[src/rtl/fft256_ctrl.sv]
// Purpose : frame sequencer for a 256-point in-place radix-2 DIT FFT (load, 8 compute stages, drain).
// Latency : last input sample at T -> first butterfly issue at T+1, first valid_out at T+1+8*(128+BF_LAT)+RD_LAT.
// Backpr. : no output backpressure; input samples arriving while ready_in is low are dropped.
//
// Ports:
//   clk, rst                    single clock, synchronous active-high reset
//   valid_in, sop_in, inv_in    input sample framing; inv_in is captured with each accepted sop
//   ready_in                    high while idle or loading
//   load_en, load_addr          sample RAM write strobe and bit-reversed write address
//   bf_en, bf_addr_a/b, tw_idx  butterfly read issue, pair addresses, twiddle index
//   stage, inv_out              current stage, frame direction (conjugate twiddles when 1)
//   wb_en, wb_addr_a/b          butterfly issue delayed by BF_LAT (writeback)
//   rd_en, rd_addr              natural-order drain read issue
//   valid_out, sop_out          drain read delayed by RD_LAT; sop_out marks address 0
//   busy, err_sop               not idle; one-cycle pulse when sop arrives mid-frame
module fft256_ctrl #(
    parameter int BF_LAT = 3,
    parameter int RD_LAT = 1
) (
    input  logic       clk,
    input  logic       rst,
    input  logic       valid_in,
    input  logic       sop_in,
    input  logic       inv_in,
    output logic       ready_in,
    output logic       load_en,
    output logic [7:0] load_addr,
    output logic       bf_en,
    output logic [7:0] bf_addr_a,
    output logic [7:0] bf_addr_b,
    output logic [6:0] tw_idx,
    output logic [2:0] stage,
    output logic       inv_out,
    output logic       wb_en,
    output logic [7:0] wb_addr_a,
    output logic [7:0] wb_addr_b,
    output logic       rd_en,
    output logic [7:0] rd_addr,
    output logic       valid_out,
    output logic       sop_out,
    output logic       busy,
    output logic       err_sop
);

    typedef enum logic [1:0] {
        S_IDLE    = 2'd0,
        S_LOAD    = 2'd1,
        S_COMPUTE = 2'd2,
        S_DRAIN   = 2'd3
    } state_t;

    // One stage = 128 issue cycles followed by BF_LAT idle cycles so the
    // last writeback of a stage lands before the next stage reads it.
    localparam int STAGE_CYC = 128 + BF_LAT;
    localparam int SW        = $clog2(STAGE_CYC);
    localparam logic [SW-1:0] STEP_LAST = SW'(STAGE_CYC - 1);
    localparam logic [SW-1:0] ISSUE_N   = SW'(128);

    typedef struct packed {
        logic       en;
        logic [7:0] a;
        logic [7:0] b;
    } bf_cmd_t;

    state_t         state_q, state_d;
    logic [7:0]     cnt_q, cnt_d;
    logic [SW-1:0]  step_q, step_d;
    logic [2:0]     stage_q, stage_d;
    logic [7:0]     drn_q, drn_d;
    logic           inv_q, inv_d;

    bf_cmd_t        wb_q [BF_LAT];
    bf_cmd_t        wb_d [BF_LAT];
    logic [RD_LAT-1:0] vo_q, vo_d;
    logic [RD_LAT-1:0] so_q, so_d;

    logic [7:0]     cnt_rev;
    logic [7:0]     k8;
    logic [7:0]     span;
    logic [7:0]     pos;
    logic [3:0]     s_p1;
    logic [2:0]     tw_sh;
    logic [7:0]     a_raw;

    // Bit-reversed sample index gives the DIT input ordering.
    always_comb begin
        cnt_rev = '0;
        for (int i = 0; i < 8; i++) begin
            cnt_rev[i] = cnt_q[7-i];
        end
    end

    // Butterfly pair addressing for butterfly k of the current stage.
    // s_p1 is 4 bits wide so that stage 7 shifts by 8 rather than wrapping to 0.
    always_comb begin
        k8    = {1'b0, step_q[6:0]};
        span  = 8'd1 << stage_q;
        pos   = k8 & (span - 8'd1);
        s_p1  = {1'b0, stage_q} + 4'd1;
        tw_sh = 3'd7 - stage_q;
        a_raw = ((k8 >> stage_q) << s_p1) | pos;
    end

    // Next-state and control outputs.
    always_comb begin
        state_d   = state_q;
        cnt_d     = cnt_q;
        step_d    = step_q;
        stage_d   = stage_q;
        drn_d     = drn_q;
        inv_d     = inv_q;
        ready_in  = 1'b0;
        load_en   = 1'b0;
        load_addr = 8'd0;
        err_sop   = 1'b0;
        bf_en     = 1'b0;
        rd_en     = 1'b0;
        rd_addr   = 8'd0;

        case (state_q)
            S_IDLE: begin
                ready_in = 1'b1;
                if (valid_in && sop_in) begin
                    load_en = 1'b1;
                    inv_d   = inv_in;
                    cnt_d   = 8'd1;
                    state_d = S_LOAD;
                end
            end
            S_LOAD: begin
                ready_in = 1'b1;
                if (valid_in) begin
                    load_en = 1'b1;
                    if (sop_in) begin
                        // Restart the frame: this sample becomes sample 0.
                        err_sop = 1'b1;
                        inv_d   = inv_in;
                        cnt_d   = 8'd1;
                    end else begin
                        load_addr = cnt_rev;
                        cnt_d     = cnt_q + 8'd1;
                        if (cnt_q == 8'hFF) begin
                            state_d = S_COMPUTE;
                            step_d  = '0;
                            stage_d = 3'd0;
                        end
                    end
                end
            end
            S_COMPUTE: begin
                bf_en = (step_q < ISSUE_N);
                if (step_q == STEP_LAST) begin
                    step_d = '0;
                    if (stage_q == 3'd7) begin
                        state_d = S_DRAIN;
                        drn_d   = 8'd0;
                    end else begin
                        stage_d = stage_q + 3'd1;
                    end
                end else begin
                    step_d = step_q + SW'(1);
                end
            end
            S_DRAIN: begin
                rd_en   = 1'b1;
                rd_addr = drn_q;
                drn_d   = drn_q + 8'd1;
                if (drn_q == 8'hFF) begin
                    state_d = S_IDLE;
                end
            end
            default: begin
                state_d = S_IDLE;
            end
        endcase
    end

    // Address/twiddle outputs are forced to zero when no butterfly is issued.
    always_comb begin
        bf_addr_a = bf_en ? a_raw : 8'd0;
        bf_addr_b = bf_en ? (a_raw + span) : 8'd0;
        tw_idx    = bf_en ? 7'(pos << tw_sh) : 7'd0;
    end

    // Writeback and output-valid delay lines.
    always_comb begin
        wb_d[0].en = bf_en;
        wb_d[0].a  = bf_addr_a;
        wb_d[0].b  = bf_addr_b;
        for (int i = 1; i < BF_LAT; i++) begin
            wb_d[i] = wb_q[i-1];
        end
        vo_d    = vo_q;
        so_d    = so_q;
        vo_d[0] = rd_en;
        so_d[0] = rd_en && (drn_q == 8'd0);
        for (int i = 1; i < RD_LAT; i++) begin
            vo_d[i] = vo_q[i-1];
            so_d[i] = so_q[i-1];
        end
    end

    always_ff @(posedge clk) begin
        if (rst) begin
            state_q <= S_IDLE;
            cnt_q   <= 8'd0;
            step_q  <= '0;
            stage_q <= 3'd0;
            drn_q   <= 8'd0;
            inv_q   <= 1'b0;
            for (int i = 0; i < BF_LAT; i++) begin
                wb_q[i] <= '0;
            end
            vo_q    <= '0;
            so_q    <= '0;
        end else begin
            state_q <= state_d;
            cnt_q   <= cnt_d;
            step_q  <= step_d;
            stage_q <= stage_d;
            drn_q   <= drn_d;
            inv_q   <= inv_d;
            for (int i = 0; i < BF_LAT; i++) begin
                wb_q[i] <= wb_d[i];
            end
            vo_q    <= vo_d;
            so_q    <= so_d;
        end
    end

    assign stage     = stage_q;
    assign inv_out   = inv_q;
    assign busy      = (state_q != S_IDLE);
    assign wb_en     = wb_q[BF_LAT-1].en;
    assign wb_addr_a = wb_q[BF_LAT-1].a;
    assign wb_addr_b = wb_q[BF_LAT-1].b;
    assign valid_out = vo_q[RD_LAT-1];
    assign sop_out   = so_q[RD_LAT-1];

endmodule

[config.mk]
export PLATFORM = sky130hd
export DESIGN_NAME = fft256_ctrl
export DESIGN_NICKNAME = d
export VERILOG_FILES = /design/src/rtl/fft256_ctrl.sv
export SDC_FILE = /design/constraint.sdc
export NUM_CORES = 1
export LEC_CHECK = 0
export ABC_CLOCK_PERIOD_IN_PS = 6090
export BUFFER_PORTS_ARGS = -buffer_cell sky130_fd_sc_hd__buf_2
export CORE_UTILIZATION = 49
export DETAILED_ROUTE_END_ITERATION = 8
export PLACE_DENSITY = 0.7
export SLEW_MARGIN = 20
export SYNTH_ARGS = -nofsm -noshare
export SYNTH_HDL_FRONTEND = slang
export SYNTH_SLANG_ARGS = --single-unit
[constraint.sdc]
create_clock -name clk -period 6.09 [get_ports clk]
set_clock_uncertainty 0.1 [all_clocks]
set_input_delay 0.3045 -clock clk [delete_from_list [all_inputs] [get_ports clk]]
set_output_delay 0.3045 -clock clk [all_outputs]
set_load 0.01 [all_outputs]
* After elaboration in Yosys (flattened, before gate mapping)
Memories as Yosys holds them, arrays and structs flattened. Cells that the tools add are included.
Word-level totals: register bits after elaboration 32, memory bits (writable) 51, input bits 5, output and inout port bits 68, memories kept 1
Operators by class: add/subtract/negate cells 8, magnitude comparators 1, eq/ne operators 16, shifts and indexed selects 4, multiplexer cells 52, bitwise gates (word level) 5, reduce and logical (&&, ||, !) cells 15
Memories:
- wb_q | depth 3, bits a word 17, read ports 3, clocked after memory_dff 0, wr ports 3, line 72 | bf_cmd_t wb_q [BF_LAT];
Operator list (count):
- $mux 8 | 15
- $mux 17 | 3
- $pmux 8 s2 | 3
- $add 8x1->8 const B | 3
- $eq 8x8->1 const B | 3
- $ne 2x2->1 const B | 9
- $mux 3 | 5
- $mux 1 | 14
- $mux 2 | 7
- $add 8x8->8 | 1
- $and 7x8->8 | 1
- $logic_not 8->1 | 1
- $lt 8x8->1 const B | 1
- $or 8x8->8 | 1
- $pmux 2 s4 | 1
- $reduce_and 4->1 | 2
- $reduce_bool 2->1 | 4
- $shl 1x3->8 const A | 1
- $shl 8x3->7 | 1
- $shl 8x4->8 | 1
- $shr 7x3->8 | 1
- $sub 8x1->8 const B | 1
- $mux 7 | 1
- $reduce_and 7->1 | 1
- other kinds (14) | 20

* Logic depth before layout (Yosys ltp)
Gate-level depths: netlist of the first run.
depth after elaboration 7, depth in mapped cells 21

* Worst setup path after synthesis of the first run
OpenSTA, ideal clock, no wires.
path kind reg-to-output, from register stage_q[1], in the netlist stage[1], to output port bf_addr_b[7], arrival 4.110 ns, setup slack 1.575 ns, cell stages (with the launch flop) 20, cell sequence dfxtp_1 buf_6 buf_6 clkinv_1 ha_1 buf_2 nand2b_1 ha_1 nor4b_1 o21ai_0 or4_1 o21ai_0 inv_1 ha_1 or3_1 or4_1 o311ai_1 xor2_1 nor2_1 buf_4
RTL lines:
- start: declaration | line 68 | logic [2:0] stage_q, stage_d;
- start signal: assignment | line 220 | stage_q <= stage_d;
- end: declaration | line 30 | output logic [7:0] bf_addr_b,

* Worst setup path after layout of the first run
from register stage_q[1], in the netlist stage[1], to output port bf_addr_b[7]
On the way: word-level cells in the longest chain between the ends 6, elaborated cells between the ends (all ways) 9, those cells by class add/sub (3); shift (3); mux (1); bitwise (2)
RTL lines:
- $shl 1x3->8 | line 97 | span = 8'd1 << stage_q;
- $sub 8x1->8 | line 98 | pos = k8 & (span - 8'd1);
- $and 7x8->8 | line 98
- $or 8x8->8 | line 101 | a_raw = ((k8 >> stage_q) << s_p1) | pos;
- $add 8x8->8 * | line 181 | bf_addr_b = bf_en ? (a_raw + span) : 8'd0;
- $mux 8 * | line 181
Mark *: on every way between the ends. The rest lies on a longest branch, timed or not.

==> metrics.cfg, run 1 <==
[floorplanning]
design.core.area_um2 = 8890
start_util_pct = 51.6
num_rows = 34
die_w_um = 98.8
die_h_um = 98.8
fp.dieArea_um2 = 9760
ios = 73

[logic_synthesis]
syn_inst = 554
synth_edf_count = 0
syn-num-nets = 583
synth_warnings = 0
async_flop_share_pct = 0
netlist_area_um2 = 4590
yosysUniqueCellTypes = 67
ys_ff_latch = 83
yosysSeqAreaShare_pct = 36.2
syn_area_per_cell_um2 = 8.29
synth_flop_cell = dfxtp_1

[setup_path]
cp.arrival_ns = 4.82
r2r_slack_ns = 1.57
end_kind = output pin
crit_chain = buf_4, clkinv_1, ha_1, nand2b_1, ha_1, nor4b_1, o21ai_0, or4_1, o21ai_0, inv_1, ha_1, or3_1, or4_1, o311ai_1, xor2_1, nor2_1, buf_2
reg2reg_to = wb_q[0][7]$_SDFF_PP0_
worst_path_max_delay_cell = nor4b_1
max_stage_delay_ns = 0.51
crit_path_start_kind = register
setup.worst_path.class = register to output pin
path_max_fanout = 26
r2r-start = stage[1]$_SDFFE_PP0P_
critical_path_buf_inv_count = 4
critPathTopFamily = simple AND/OR/NAND/NOR gates
crit_required_ns = 5.69
path_depth = 17
cpMostUsedCell = ha_1
r2r_cells = 16

[clock_network]
cts_max_level = 3
cts_root_buffer = clkbuf_8
cts_buffers = 9
cts_resized = 0
clkTransAtPathRegs_ns = 0.09
post_cts_buffers = 0
cts_buffer_depth = 2
hold_buffers = 0
cts.sinks = 83
clk_latency_ns = 0.35
cts_tree = yes

[timing]
setup-tns-final_ns = 0
setup_slack_ns = 0.861
setup_viol = 0
slew_headroom_pct = 41.5
min_period_ns = 5.23
final_hold_viol_count = 0
hold_ws_ns = 0.0803
rsz0062_at_grt = false
max_freq_mhz = 191
drv_slew = 0
finalCritPeriodShare_pct = 85.9
worst_pin_slew_ns = 0.877

[detailed_routing]
dr_total_vias = 3928
drtPass1Iterations = 5
drt_iter0_drc = 176
wl_um = 10200
postRouteAntennaNets = 0
drt-vias-per-instance = 5.52
route.detailed.drc = 0
wl_per_cell_um = 14.3

[pwr]
power_leakage_uw = 0.00224
p_comb_share_pct = 20.9
p_sw_share_pct = 31.8
power_density_nw_per_um2 = 244
ir_drop_uv = 134
seqPwrFrac_pct = 46.3
switchingPower_uw = 393
p_int_uw = 843
power_frac_clock_pct = 32.8
finalPower_uw = 1240

[outcome]
status = complete, no violations

[placed_design]
pre_cts_ws_ns = 1.28
dp_hpwl_um = 7420
gp_congestion = 0.974
port-buffer-count = 72

[job]
maxCapViolations = 0

[hold_path]
min-delay-start = inv_in
min_path_type = input pin to register
holdPathEnd = inv_out$_SDFFE_PP0P_
worstHoldPathCells = 3

[global_route]
gr-total-overflow = 0
busiest_layer = met2
grt_max_degree = 63
grt_use_met3_pct = 4.40
track_usage_pct = 21.7
grt_antenna_before_repair = 0
grt.met1_usage_pct = 30.3
use_met2_pct = 32.7
grt_pass1_wl_um = 17000
grt_pass1_vias = 3551

[finish]
drive_gt1_share_pct = 17.9
utilization_pct = 57.1
areaGrowthSynthToFinish_pct = 10.5
fillers = 841
diodes = 0
nNetsFinal = 628

-- cells in the mapped netlist (all sizes together) (4+ instances only) --
cell type	number	area, um2
dfxtp	83	1660
nor2	71	267
nor2b	46	288
nand2	32	120
a21oi	30	150
buf	29	206
inv	25	93.8
ha	23	288
o21ai	22	110
nand3	19	95.1
clkbuf	15	57.6
and3	14	87.6
and2	13	81.3
mux2i	12	124
xor2	12	105
nor3	10	55.1
nand2b	9	56.3
nand3b	9	67.6
or3	8	55.1
a211oi	5	37.5
o211ai	5	37.5
nor3b	4	30.0
o21a	4	30.0
-- registers in the layout, summed over array words and instances (netlist names) --
signal     cells
sop_out        1
inv_out        1
drn_q          8
valid_out      1
wb_q          51
state_q        2
step_q         8
stage          3
cnt_q          8
-- logic make-up after synthesis --
kind of cell	synth area share (%)
AOI/OAI and AO/OA	13.1
xor gates and xnor gates	2.67
adders and majority gates	6.70
buffers and inverters	8.04
DFF	36.2
muxes	3.43
and+or+nand+nor	29.9
-- worst register-to-register path, cell delays in order, from the launching register on --
cell	delay [ns]
dfxtp_1	0.32
buf_4	0.27
clkinv_1	0.18
ha_1	0.32
nand2b_1	0.20
ha_1	0.22
nor4b_1	0.51
o21ai_0	0.23
or4_1	0.50
o21ai_0	0.15
inv_1	0.08
ha_1	0.21
or3_1	0.33
or4_1	0.39
o311ai_1	0.11
xor2_1	0.22
nor2_1	0.07
-- cell type report --
cell class	instances	area [um2]	share of cell area, %
sequential	83	1660	32.7
timing repair buffer	78	405	7.99
inverter	28	105	2.07
tap	108	135	2.66
clock buffer	9	124	2.44
clock inverter	7	82.6	1.63
multi-input combinational	399	2560	50.5
-- power groups by stage --
stage	Sequential, uW	Clock [uW]	Combinational [uW]
after detailed placement	585	0	257
after global routing	575	443	291
after CTS	572	414	258
after global placement	585	0	252
final	573	405	258
after floorplan	582	0	193
-- stage by stage --
stage	instance area, um2	cells
3_3_place_gp	4870	696
3_5_place_dp	4870	696
6_report	5070	712
5_1_grt	5070	712
4_1_cts	5070	712
2_1_floorplan	4590	554
-- cell usage in the layout (no fill, tap or decap), types with 3 or more instances in the layout --
cell and count:
nand2b_1 9, nand3b_1 9, o21a_1 4, o211ai_1 5, a21oi_1 30, a211oi_1 5
xor2_1 12, nor3_1 9, ha_1 23, and2_1 13, a31oi_1 3, buf_4 6
nor2_1 71, mux2_2 3, inv_1 25, dfxtp_1 83, clkinv_1 3, nand3_1 19
a31o_2 3, clkbuf_8 9, and3_1 14, mux2i_1 11, nand2_1 32, buf_2 72
nor3b_1 4, o21ai_0 21, or3_1 7, nor2b_1 46
-- worst max-delay path by stage --
stage | startpoint | to | slack [ns]
final | stage[1]$_SDFFE_PP0P_ | bf_addr_b[7] | 0.86
after global routing | stage[1]$_SDFFE_PP0P_ | bf_addr_b[7] | 0.49
after CTS | stage[1]$_SDFFE_PP0P_ | bf_addr_b[7] | 0.89
after detailed placement | stage[1]$_SDFFE_PP0P_ | bf_addr_b[7] | 1.28
after global placement | stage[1]$_SDFFE_PP0P_ | bf_addr_b[7] | 1.57
after floorplan | stage[1]$_SDFFE_PP0P_ | bf_addr_b[7] | 1.58
-- per-layer routing --
metal | part of all wire (%) | wire, um
met1 | 48 | 4900
met2 | 45 | 4550
met3 | 5.5 | 563
met4 | 1.9 | 197
met5 | 0 | 0
No activity file was read; power rests on OpenSTA's default activity.
==> inputs of run 2 (changes only) <==
Settings changed: CTS_BUF_LIST set to sky130_fd_sc_hd__clkbuf_8, PLACE_DENSITY 0.7 to unset, PLACE_DENSITY_LB_ADDON set to 0.05.
==> run 2 against run 1 <==
Register-to-register slack better by 0.11 ns. Cell area shrank 0.15%. Utilization fell by 0.084 points. Critical endpoint unchanged. Highest routed layer unchanged.
==> metrics.cfg, run 2 (synthesis results as in run 1) <==
[clock_network]
post_cts_buffers = 0  ; unchanged
clk_latency_ns = 0.34  ; about the same
cts_tree = yes
cts_buffers = 9  ; unchanged
cts_root_buffer = clkbuf_8
cts_resized = 0  ; unchanged
cts_buffer_depth = 2  ; unchanged
cts_max_level = 3  ; unchanged
hold_buffers = 0  ; unchanged
clkTransAtPathRegs_ns = 0.09  ; about the same
cts.sinks = 83  ; unchanged

[floorplanning]
die_h_um = 98.8  ; unchanged
die_w_um = 98.8  ; unchanged
start_util_pct = 51.6  ; unchanged
ios = 73  ; unchanged
fp.dieArea_um2 = 9760  ; unchanged
num_rows = 34  ; unchanged
design.core.area_um2 = 8890  ; unchanged

[placed_design]
port-buffer-count = 72  ; unchanged
pre_cts_ws_ns = 1.47  ; +0.183 ns
dp_hpwl_um = 7520  ; +1.3%
gp_congestion = 0.904  ; -7.2%

[pwr]
ir_drop_uv = 136  ; +1.9%
finalPower_uw = 1260  ; +1.6%
p_sw_share_pct = 30.2  ; -1.6 points
p_int_uw = 877  ; +4.0%
p_comb_share_pct = 21.1  ; +0.2 points
power_leakage_uw = 0.00224  ; +0.35%
seqPwrFrac_pct = 45.5  ; -0.8 points
power_density_nw_per_um2 = 248  ; +1.8%
power_frac_clock_pct = 33.5  ; +0.7 points
switchingPower_uw = 380  ; -3.5%

[global_route]
grt_pass1_wl_um = 16700  ; -1.3%
use_met2_pct = 33.8  ; +1.1 points
grt_pass1_vias = 3453  ; -2.8%
grt.met1_usage_pct = 29.4  ; -0.89 points
grt_max_degree = 63  ; unchanged
gr-total-overflow = 0  ; unchanged
track_usage_pct = 21.5  ; -0.16 points
busiest_layer = met2
grt_antenna_before_repair = 0  ; unchanged
grt_use_met3_pct = 3.97  ; -0.43 points

[timing]
slew_headroom_pct = 57.8  ; +16 points
finalCritPeriodShare_pct = 83.5  ; -2.4 points
max_freq_mhz = 197  ; +2.8%
worst_pin_slew_ns = 0.626  ; -0.251 ns
setup_slack_ns = 1.00  ; +0.144 ns
setup_viol = 0  ; unchanged
min_period_ns = 5.09  ; -0.144 ns
rsz0062_at_grt = false
hold_ws_ns = 0.0880  ; +0.00762 ns
setup-tns-final_ns = 0  ; unchanged
drv_slew = 0  ; unchanged
final_hold_viol_count = 0  ; unchanged

[hold_path]
min_path_type = input pin to register

[finish]
nNetsFinal = 627  ; -0.16%
areaGrowthSynthToFinish_pct = 10.4
final_common_cell = dfxtp_1
area.sequential_um2 = 1660  ; unchanged
diodes = 0  ; unchanged
drive_gt1_share_pct = 17.4  ; -0.44 points
fillers = 869  ; +3.3%
largest-register = wb_q
largest_reg_flops = 51  ; unchanged
final_cell_mix = dfxtp_1, buf_2, nor2_1
multiInputGateArea_um2 = 2560  ; unchanged
utilization_pct = 57.0  ; -0.084 points

[setup_path]
setup.worst_path.class = register to output pin
max_stage_delay_ns = 0.48  ; -0.03 ns
r2r_slack_ns = 1.68  ; +0.11 ns
path_max_fanout = 10  ; -62%
crit_chain = clkinv_1, ha_1, nand2b_1, ha_1, nor4b_1, o21ai_0, or4_1, o21ai_0, inv_1, ha_1, o21ai_0, nor3b_1, a311oi_1, o311ai_1, xor2_1, nor2_1, buf_2
crit_required_ns = 5.69  ; about the same
crit_path_start_kind = register
critPathTopFamily = simple AND/OR/NAND/NOR gates
cp.arrival_ns = 4.68  ; -0.14 ns
worst_path_max_delay_cell = or4_1
end_kind = output pin
critical_path_buf_inv_count = 3  ; -1

[detailed_routing]
route.detailed.drc = 0  ; unchanged
drt_iter0_drc = 139  ; -21%
wl_um = 10400  ; +2.1%
dr_total_vias = 3908  ; -0.51%
postRouteAntennaNets = 0  ; unchanged
drt-vias-per-instance = 5.50  ; -0.23%
drtPass1Iterations = 5  ; unchanged
wl_per_cell_um = 14.7  ; +2.4%

[outcome]
status = complete, no violations

[job]
maxCapViolations = 0  ; unchanged

==> run 2: cell types whose count changed in the layout (fill, tap and decap cells not counted), sizes merged <==
cell      before  now
buf           78   77
bufinv         1    2
clkinv         4    6
clkinvlp       2    0
inv           28   26
==> run 2: per-stage QoR <==
step / cell area, um2 / std cells
2_1_floorplan: 4590 / 554
3_3_place_gp: 4860 / 695
3_5_place_dp: 4860 / 695
4_1_cts: 5070 / 710
5_1_grt: 5070 / 710
6_report: 5070 / 710
==> run 2: area by class of cell <==
cell class,instances,share of cell area [%]
inverter,28,2.07
tap,108,2.67
clock buffer,9,2.44
multi-input combinational,399,50.5
sequential,83,32.8
clock inverter,6,1.63
timing repair buffer,77,7.85
==> run 2: metal layers <==
layer  part of all wire, %  up-vias
met5                     0        -
met4                   1.5        0
met3                   5.1       12
met2                    45      106
met1                    48     1829
li1                      -     1961
==> run 2: path summary, 6_finish.rpt <==
check,startpoint,to,cells past startpoint
hold reg to reg,wb_q[0][32]$_SDFF_PP0_,wb_q[0][49]$_SDFF_PP0_,1
setup reg to reg,stage[1]$_SDFFE_PP0P_,wb_q[0][7]$_SDFF_PP0_,15
hold / removal,inv_in,inv_out$_SDFFE_PP0P_,3
setup / recovery,stage[1]$_SDFFE_PP0P_,bf_addr_b[7],17
==> run 2: worst register-to-register path: cells and delay by family, from the launching register on <==
family	cells	cell delay, ns
AOI/OAI and AO/OA	3	0.47
xor gates and xnor gates	1	0.22
adders and majority gates	3	0.85
buffers and inverters	2	0.36
DFF	1	0.34
and+or+nand+nor	6	1.95
==> run 2: power by group through the flow <==
stage | Combinational, uW | Clock (uW) | Sequential (uW)
final | 265 | 420 | 572
after global routing | 294 | 452 | 574
after CTS | 265 | 433 | 572
after detailed placement | 263 | 0 | 585
after global placement | 261 | 0 | 584
after floorplan | 193 | 0 | 582
==> inputs of run 3 (changes only) <==
Settings changed: ABC_CLOCK_PERIOD_IN_PS 6090 to 4100.
Clock period 6.09 ns to 4.1 ns, I/O delays scaled along.
==> run 3 against run 2 <==
Final cell count increased by 5.6%. Highest routed layer unchanged. Flip-flop and latch count unchanged. Combinational power increased by 58%. Clock power increased by 46%. Die area unchanged. Worst setup slack got worse by 0.89 ns. Non-clock buffer count increased by 39. Worst hold slack improved by 0.15 ns. Wire length increased by 7.8%. Cell area increased by 11%. Critical path depth unchanged. Clock-buffer cell count increased by 2.
==> metrics.cfg, run 3 (synthesis results as in run 1) <==
[global_route]
grt_antenna_before_repair = 0  ; unchanged
gr-total-overflow = 0  ; unchanged
grt_pass1_vias = 3696  ; +7.0%
grt_pass1_wl_um = 18000  ; +7.6%
grt_max_degree = 62  ; -1.6%
track_usage_pct = 23.2  ; +1.7 points

[detailed_routing]
route.detailed.drc = 0  ; unchanged
drtPass1Iterations = 4  ; -1
dr_total_vias = 4064  ; +4.0%
wl_um = 11200  ; +7.8%
drt_iter0_drc = 155  ; +12%
drt-vias-per-instance = 5.42  ; -1.6%
wl_per_cell_um = 15.0  ; +2.1%
postRouteAntennaNets = 0  ; unchanged

[placed_design]
dp.cells = 710  ; +2.2%
port-buffer-count = 72  ; unchanged
dp_hpwl_um = 7950  ; +5.7%
gp_congestion = 0.998  ; +10%

[finish]
areaGrowthSynthToFinish_pct = 22.0
final_common_cell = dfxtp_1
area.sequential_um2 = 1670  ; +0.45%
nNetsFinal = 666  ; +6.2%
largest_reg_flops = 51  ; unchanged
fillers = 797  ; -8.3%
diodes = 0  ; unchanged
final_cell_mix = dfxtp_1, buf_2, nor2_1
layoutNonFillerInstCount = 750  ; +5.6%
multiInputGateArea_um2 = 2750  ; +7.5%
largest-register = wb_q
drive_gt1_share_pct = 27.9  ; +10 points
utilization_pct = 63.0  ; +6.0 points

[clock_network]
cts_tree = yes
cts_max_level = 3  ; unchanged
cts_root_buffer = clkbuf_8
clk_latency_ns = 0.34  ; about the same
cts_buffer_depth = 2  ; unchanged
cts.sinks = 83  ; unchanged
cts_buffers = 9  ; unchanged
clkTransAtPathRegs_ns = 0.09  ; about the same

[timing]
worst_pin_slew_ns = 0.618  ; -0.00819 ns
final_hold_viol_count = 0  ; unchanged
slew_headroom_pct = 58.6  ; +0.84 points
finalCritPeriodShare_pct = 97.3
drv_slew = 0  ; unchanged
setup_viol = 0  ; unchanged
min_period_ns = 3.99
rsz0062_at_grt = true
max_freq_mhz = 251

[job]
maxCapViolations = 0  ; unchanged

[setup_path]
setup.worst_path.class = register to output pin
end_kind = output pin
max_stage_delay_ns = 0.51  ; +0.03 ns
crit_required_ns = 3.80  ; -1.89 ns
critical_path_buf_inv_count = 3  ; unchanged
critPathTopFamily = simple AND/OR/NAND/NOR gates
path_max_fanout = 5  ; -5
cp.arrival_ns = 3.68  ; -1.00 ns
crit_chain = inv_6, ha_4, nand2_2, ha_4, nor2b_2, mux2_2, and2_1, a221oi_2, inv_1, ha_4, nand3_1, nor2_1, or4_4, o311ai_2, xor2_1, nor2_1, buf_2
crit_path_start_kind = register
worst_path_max_delay_cell = or4_4
cpMostUsedCell = ha_4

[pwr]
power_density_nw_per_um2 = 335  ; +35%
power_leakage_uw = 0.00246  ; +9.8%
ir_drop_uv = 163  ; +20%

[floorplanning]
start_util_pct = 51.6  ; unchanged
ios = 73  ; unchanged
die_w_um = 98.8  ; unchanged
design.core.area_um2 = 8890  ; unchanged
die_h_um = 98.8  ; unchanged
num_rows = 34  ; unchanged
fp.dieArea_um2 = 9760  ; unchanged

[hold_path]
min_path_type = input pin to register

[outcome]
status = complete, no violations

[run 3: cell count changes in the layout (fill, tap and decap cells not counted), moves of 3 or more]
cell,before,now
o21ai_0,21,17
ha_1,23,16
buf_6,0,4
buf_4,5,38
ha_4,0,6
clkinv_1,3,0
[run 3: per-stage QoR]
step	setup WS (ns)	hold WS [ns]	setup TNS [ns]	total power, uW	area (um2)
finish	0.111	0.234	0	1870	5600
global route	-0.0549	0.263	-0.0788	1980	5600
CTS	0.00329	0.225	0	1880	5360
detailed placement	0.165	0.322	0	1260	5000
global placement	0.312	0.314	0	1260	5000
floorplan	0.00180	0.249	0	1150	4620
[run 3: final timing paths]
check                               from                      to  slack (ns)  cells after the start
setup / recovery   stage[1]$_SDFFE_PP0P_            bf_addr_b[7]        0.11                     17
hold / removal                    sop_in    inv_out$_SDFFE_PP0P_        0.23                      4
setup reg to reg   stage[1]$_SDFFE_PP0P_   wb_q[0][7]$_SDFF_PP0_        0.68                     16
hold reg to reg   wb_q[0][21]$_SDFF_PP0_  wb_q[0][38]$_SDFF_PP0_        0.33                      1
[run 3: per-layer routing]
metal / share of wire (%) / global-route usage [%]
met5: 0 / 0
met4: 2.2 / 7.46
met3: 3.5 / 3.62
met2: 46 / 36.8
met1: 49 / 32.2
[run 3: final cells by class]
type                            count  area share [%]
Sequential cell                    83            29.8
Clock buffer                       11            2.70
Timing Repair Buffer              116            12.9
Inverter                           28            2.01
Multi-Input combinational cell    399            49.1
Tap cell                          108            2.41
Clock inverter                      5            1.07
[run 3: timing repair]
action                                  4_1_cts  5_1_grt
endpoints found under the setup margin        2        2
cloned                                        0        0
pin swaps                                     2        9
endpoints found under the hold margin         1        0
gates resized for setup                      13       38
buffers inserted                             13       10
hold buffers                                  1        0
[run 3: tightest hold or removal path, stage by stage]
cell and delay [ns]:
buf_2 0.14, nand3_1 0.14, mux2i_1 0.08, nor2_1 0.07
[run 3: power by group]
| group | switching (uW) | total, uW | internal (uW) | leakage (uW) |
|---|---|---|---|---|
| Combinational | 269 | 419 | 150 | 0.00169 |
| Clock | 296 | 614 | 317 | 0.000106 |
| Sequential | 14.2 | 842 | 828 | 0.000671 |
| Total | 579 | 1870 | 1300 | 0.00246 |
